$ cat src/rtl/rx_frame_buffer.sv
// rx_frame_buffer: captures one received frame into a byte store, tags it with
// length / partial-byte / error / overflow status, and plays it back to a
// consumer on request. Frames lost to errors or pre-emption are counted.
//
// state       | meaning
// ------------+----------------------------------------------------------
// S_IDLE      | no frame held, waiting for start of frame
// S_RECEIVING | storing bytes, accumulating error / overflow status
// S_READY     | complete frame held, consumer may read and release it
module rx_frame_buffer #(
   parameter int DEPTH         = 16,
   parameter int DROP_ON_ERROR = 1,
   parameter int DROP_CNT_W    = 4
) (
   input  logic                         clk,
   input  logic                         rst,
   input  logic                         rx_soc,
   input  logic                         rx_eoc,
   input  logic [7:0]                   rx_data,
   input  logic [2:0]                   rx_data_bits,
   input  logic                         rx_data_valid,
   input  logic                         rx_sequence_error,
   input  logic                         rx_parity_error,
   input  logic                         rd_req,
   input  logic                         frame_release,
   output logic                         frame_ready,
   output logic [$clog2(DEPTH+1)-1:0]   frame_len,
   output logic [2:0]                   frame_last_bits,
   output logic                         frame_error,
   output logic                         overflow,
   output logic [7:0]                   rd_data,
   output logic                         rd_valid,
   output logic [DROP_CNT_W-1:0]        drop_cnt
);

   localparam int LEN_W  = $clog2(DEPTH + 1);
   localparam int ADDR_W = (DEPTH > 1) ? $clog2(DEPTH) : 1;
   localparam logic [LEN_W-1:0] DEPTH_L = LEN_W'(DEPTH);

   typedef enum logic [1:0] {
      S_IDLE      = 2'd0,
      S_RECEIVING = 2'd1,
      S_READY     = 2'd2
   } state_t;

   state_t                state_q, state_d;
   logic [LEN_W-1:0]      count_q, count_d;
   logic [LEN_W-1:0]      rd_ptr_q, rd_ptr_d;
   logic [2:0]            last_bits_q, last_bits_d;
   logic                  error_q, error_d;
   logic                  overflow_q, overflow_d;
   logic [7:0]            rd_data_q, rd_data_d;
   logic                  rd_valid_q, rd_valid_d;
   logic [DROP_CNT_W-1:0] drop_cnt_q, drop_cnt_d;
   logic [7:0]            mem_q [DEPTH];

   logic             restart_rx;
   logic             rx_active;
   logic             wr_en;
   logic             rx_ovf;
   logic             rx_err;
   logic             err_after;
   logic [LEN_W-1:0] len_after;
   logic             eoc_take;
   logic             ready_soc;
   logic             clear_frame;
   logic             rd_fire;
   logic             drop_inc;

   // Per-cycle events; eoc wins over a coincident soc while receiving, and a
   // byte arriving with eoc is counted before the end-of-frame decision.
   always_comb begin
      restart_rx  = (state_q == S_RECEIVING) && rx_soc && !rx_eoc;
      rx_active   = (state_q == S_RECEIVING) && !restart_rx;
      wr_en       = rx_active && rx_data_valid && (count_q < DEPTH_L);
      rx_ovf      = rx_active && rx_data_valid && (count_q >= DEPTH_L);
      rx_err      = rx_active && ((rx_data_valid && (last_bits_q != 3'd0)) ||
                                  rx_ovf || rx_parity_error || rx_sequence_error);
      err_after   = error_q || rx_err;
      len_after   = wr_en ? count_q + LEN_W'(1) : count_q;
      eoc_take    = (state_q == S_RECEIVING) && rx_eoc;
      ready_soc   = (state_q == S_READY) && rx_soc;
      clear_frame = ((state_q == S_IDLE) && rx_soc) || restart_rx || ready_soc;
      rd_fire     = (state_q == S_READY) && !rx_soc && rd_req && (rd_ptr_q < count_q);
      drop_inc    = ready_soc ||
                    (eoc_take && (len_after != '0) && err_after && (DROP_ON_ERROR != 0));
   end

   // State register
   always_ff @(posedge clk or posedge rst) begin
      if (rst) state_q <= S_IDLE;
      else     state_q <= state_d;
   end

   // Next-state decision
   always_comb begin
      state_d = state_q;
      case (state_q)
         S_IDLE: begin
            if (rx_soc) state_d = S_RECEIVING;
         end
         S_RECEIVING: begin
            if (eoc_take) begin
               if (len_after == '0)                         state_d = S_IDLE;
               else if (err_after && (DROP_ON_ERROR != 0))  state_d = S_IDLE;
               else                                         state_d = S_READY;
            end
         end
         S_READY: begin
            if (rx_soc)             state_d = S_RECEIVING;
            else if (frame_release) state_d = S_IDLE;
         end
         default: state_d = S_IDLE;
      endcase
   end

   // Outputs: frame status is only presented while a frame is held
   always_comb begin
      frame_ready     = (state_q == S_READY);
      frame_len       = frame_ready ? count_q : '0;
      frame_last_bits = frame_ready ? last_bits_q : 3'd0;
      frame_error     = frame_ready && error_q;
      overflow        = frame_ready && overflow_q;
      rd_data         = rd_data_q;
      rd_valid        = rd_valid_q;
      drop_cnt        = drop_cnt_q;
   end

   // Datapath next values: frame bookkeeping, readback and drop counting
   always_comb begin
      count_d     = count_q;
      rd_ptr_d    = rd_ptr_q;
      last_bits_d = last_bits_q;
      error_d     = error_q;
      overflow_d  = overflow_q;
      rd_data_d   = rd_data_q;
      rd_valid_d  = 1'b0;
      drop_cnt_d  = drop_cnt_q;

      if (clear_frame) begin
         count_d     = '0;
         rd_ptr_d    = '0;
         last_bits_d = 3'd0;
         error_d     = 1'b0;
         overflow_d  = 1'b0;
      end else begin
         if (wr_en) begin
            count_d     = len_after;
            last_bits_d = rx_data_bits;
         end
         if (rx_ovf) overflow_d = 1'b1;
         if (rx_err) error_d    = 1'b1;
      end

      if (rd_fire) begin
         rd_ptr_d   = rd_ptr_q + LEN_W'(1);
         rd_data_d  = mem_q[rd_ptr_q[ADDR_W-1:0]];
         rd_valid_d = 1'b1;
      end

      if (drop_inc && !(&drop_cnt_q)) drop_cnt_d = drop_cnt_q + DROP_CNT_W'(1);
   end

   // Datapath registers
   always_ff @(posedge clk or posedge rst) begin
      if (rst) begin
         count_q     <= '0;
         rd_ptr_q    <= '0;
         last_bits_q <= 3'd0;
         error_q     <= 1'b0;
         overflow_q  <= 1'b0;
         rd_data_q   <= 8'd0;
         rd_valid_q  <= 1'b0;
         drop_cnt_q  <= '0;
      end else begin
         count_q     <= count_d;
         rd_ptr_q    <= rd_ptr_d;
         last_bits_q <= last_bits_d;
         error_q     <= error_d;
         overflow_q  <= overflow_d;
         rd_data_q   <= rd_data_d;
         rd_valid_q  <= rd_valid_d;
         drop_cnt_q  <= drop_cnt_d;
      end
   end

   // Byte store; the write address is the running byte count
   always_ff @(posedge clk) begin
      if (wr_en) mem_q[count_q[ADDR_W-1:0]] <= rx_data;
   end

endmodule

$ cat config.mk
export PLATFORM = sky130hd
export DESIGN_NAME = rx_frame_buffer
export DESIGN_NICKNAME = d
export VERILOG_FILES = /design/src/rtl/rx_frame_buffer.sv
export SDC_FILE = /design/constraint.sdc
export NUM_CORES = 1
export LEC_CHECK = 0
export CORE_MARGIN = 3
export CORE_UTILIZATION = 50
export CTS_BUF_LIST = sky130_fd_sc_hd__clkbuf_16
export CTS_CLUSTER_SIZE = 10
export DETAILED_ROUTE_END_ITERATION = 10
export PLACE_DENSITY = 0.69
export RECOVER_POWER = 50
export SETUP_SLACK_MARGIN = 0.2
export SLEW_MARGIN = 15
export SYNTH_ARGS = -nofsm -noshare
export SYNTH_HDL_FRONTEND = slang
export SYNTH_SLANG_ARGS = --single-unit
$ cat constraint.sdc
create_clock -name clk -period 2.9 [get_ports clk]
set_clock_uncertainty 0.15 [all_clocks]
set_input_delay 0.58 -clock clk [delete_from_list [all_inputs] [get_ports clk]]
set_output_delay 0.58 -clock clk [all_outputs]
set_load 0.1 [all_outputs]
==> reports/results.ini <==
[finish]
final_net_count=504
stdcell_area_sq_um=8210
final_cell_mix=edfxtp_1, buf_4, mux4_2
antenna_cells=0
layout_commonest_cell=edfxtp_1
drive_above_1_share_pct=29.8
area_delta_synth_final_pct=23.4

[drt]
wirelength_um=13900
vias_per_cell=5.70
wl_met3_um=856
avgRoutedWirePerCell_um=21.1
firstDrtPassIters=5
drt_iter0_markers=301
routed.top_layer=met4
dr_total_vias=3756
routed-wl-met2_um=7060
ant_nets=0
drc=0
m1WireLength_um=5690

[timing]
slew_violations=0
fmax_ghz=0.382
tightest_slew_ns=1.18
hold_viol_final=0
relSlewSlack_pct=21.9
period_needed_ns=2.62
setup_viol=0
post-route-period-util_pct=90.2
grt_setup_unrepaired=no
fin_ws_ns=0.283

[floorplan]
fp.dieH_um=121
die_area_sq_um=14700
core_area_sq_um=12800
rows=41
ios=44
initial_core_util_pct=51.8
fp.dieW_um=121

[setup_path]
cp.required_ns=3.07
crit_type=input pin to flip-flop
crit_slowest_cell=dlygate4sd3_1
cp-end-kind=flip-flop
cp-start-kind=input pin
worstPathArrival_ns=2.79
path_cells=dlygate4sd3_1 > nor2b_4 > buf_4 > nor3_1 > mux2_2 > o22ai_4 > mux2_1 > a211oi_1
max_stage_delay_ns=0.59
critical_path_buf_inv_count=2
rr_startpoint=count_q[1]$_DFFE_PP0P_
critPathLaunch=rx_eoc
crit_family=multiplexers
cp_max_fo=5

[yosys]
syn_area_sq_um=6650
ys_seq_elements=158
synth_area_per_cell_sq_um=17.4
synth_cells=383
netlist-cell-type-count=46
yosysWarnings=0
synth-main-ff-cell=edfxtp_1
ys_async_sr_fraction_pct=19.0
syn_nets=413
ys_seq_area_share_pct=69.1
synth_edf_count=128

[place]
gp_congestion=0.875
hpwl_um=9200
pre_cts_ws_ns=-0.0817
portBuffers=43
dpl_cell_area_sq_um=7640

[clock_network]
ctsResizeCount=0
clkSlewWorstSetupHoldPaths_ns=0.06
cts-hold-fix-buffers=0
cts_root_buf=clkbuf_16
clk_latency_ns=0.42
cts_max_path_buffers=2
h-tree-depth=4
cts_setup_buffers=0
numCtsBuffers=17
cts.sinks=158
cts_tree=yes

[global_route]
grt_use_total_pct=20.6
grt_max_degree=31
overflow=0
antenna_found_initial=0
grt_pass1_vias=3900
grt_pass1_wl_um=21900

[flow_run]
maxCapViolCount=0

[run_status]
outcome=completed

[power_and_ir_drop]
pwr_density_cell_nw_per_um2=658
total_leakage_power_nw=2.94
vdd_drop_max_mv=0.456

[hold_path]
min_path_type=flip-flop to flip-flop
worstHoldStart=overflow_q$_DFFE_PP0P_

## routing by layer
metal  vias to the layer above  track usage (%)
li1                       1678                -
met2                       139             33.3
met1                      1912             27.6
met4                         0             8.33
met5                         -                0
met3                        27             4.15
## power breakdown
group,internal (mW),total (mW),switching (mW)
registers,2.52,2.57,0.0504
clock network,1.35,2.21,0.863
logic,0.200,0.618,0.418
total,4.07,5.40,1.33
## metrics by stage
stage                     hold slack, ns  TNS [ns]  instances  total power, mW  util [%]
after floorplan                    0.304    -0.187        383             3.03         -
after global placement             0.338   -0.0526        627             3.23      59.6
after detailed placement           0.342    -0.150        627             3.25      59.6
after CTS                          0.356         0        659             5.46      64.2
after global routing               0.377         0        659             5.59      64.0
final                              0.347         0        659             5.40      64.0
## kinds of logic (layout without fill, tap and decap cells)
family	count (synthesis)	after routing	share of synthesized area [%]
compound gates	29	29	3.09
mux	55	55	16.1
simple gates	95	95	6.98
xor+xnor	4	4	0.527
fa+ha+maj	10	10	1.88
flops	158	158	69.1
buf+inv	32	136	2.33
## layout make-up
class | instances | area (sq um)
repair buffers | 92 | 855
clock inverters | 15 | 169
well taps | 172 | 215
fillers | 930 | 4620
clock buffers | 17 | 425
inverters | 12 | 45.0
flip-flops and latches | 158 | 4600
multi-input cells | 193 | 1900
## final timing paths
| check | endpoint | cells after the start | slack, ns |
|---|---|---|---|
| worst min register to register | overflow_q$_DFFE_PP0P_ | 2 | 0.35 |
| worst min-delay path | overflow_q$_DFFE_PP0P_ | 2 | 0.35 |
| min in group asynchronous | rd_valid$_DFF_PP0_ | 3 | 0.56 |
| worst max-delay path | drop_cnt[0]$_DFFE_PP0P_ | 8 | 0.28 |
| max in group asynchronous | count_q[1]$_DFFE_PP0P_ | 3 | 1.71 |
| worst max register to register | drop_cnt[0]$_DFFE_PP0P_ | 7 | 0.38 |
## state kept, by name, indices dropped and copies added, names as in the netlist
register,flops
rd_data,8
state_q,2
mem_q,128
rd_valid,1
drop_cnt,4
last_bits_q,3
rd_ptr_q,5
overflow_q,1
count_q,5
error_q,1
## cell usage after synthesis (2+ instances only)
cell type | number | area share [%]
edfxtp_1 | 128 | 58
mux4_2 | 40 | 14
nor2_1 | 34 | 1.9
dfrtp_1 | 30 | 11
nand2_1 | 17 | 0.96
inv_1 | 11 | 0.62
ha_1 | 10 | 1.9
nand3_1 | 10 | 0.75
clkbuf_1 | 9 | 0.51
nor3_1 | 9 | 0.68
o21ai_0 | 8 | 0.60
and2_1 | 7 | 0.66
a21oi_1 | 6 | 0.45
mux2_1 | 6 | 1.0
mux2_2 | 5 | 0.85
a22o_1 | 4 | 0.53
buf_2 | 4 | 0.30
nand2b_1 | 4 | 0.38
a21o_1 | 3 | 0.34
buf_6 | 3 | 0.51
mux2i_1 | 3 | 0.45
and3_1 | 2 | 0.19
buf_1 | 2 | 0.11
buf_4 | 2 | 0.23
nor2b_1 | 2 | 0.19
nor4_1 | 2 | 0.19
xnor2_1 | 2 | 0.26
xor2_1 | 2 | 0.26
## worst register-to-register path, cell delays in order, from the launching register on
cell      delay (ns)
dfrtp_2         0.44
ha_1            0.19
inv_1           0.05
or4_4           0.54
mux2_4          0.33
o22ai_4         0.17
mux2_1          0.34
a211oi_1        0.21
Power figures use the tool's default switching activity.
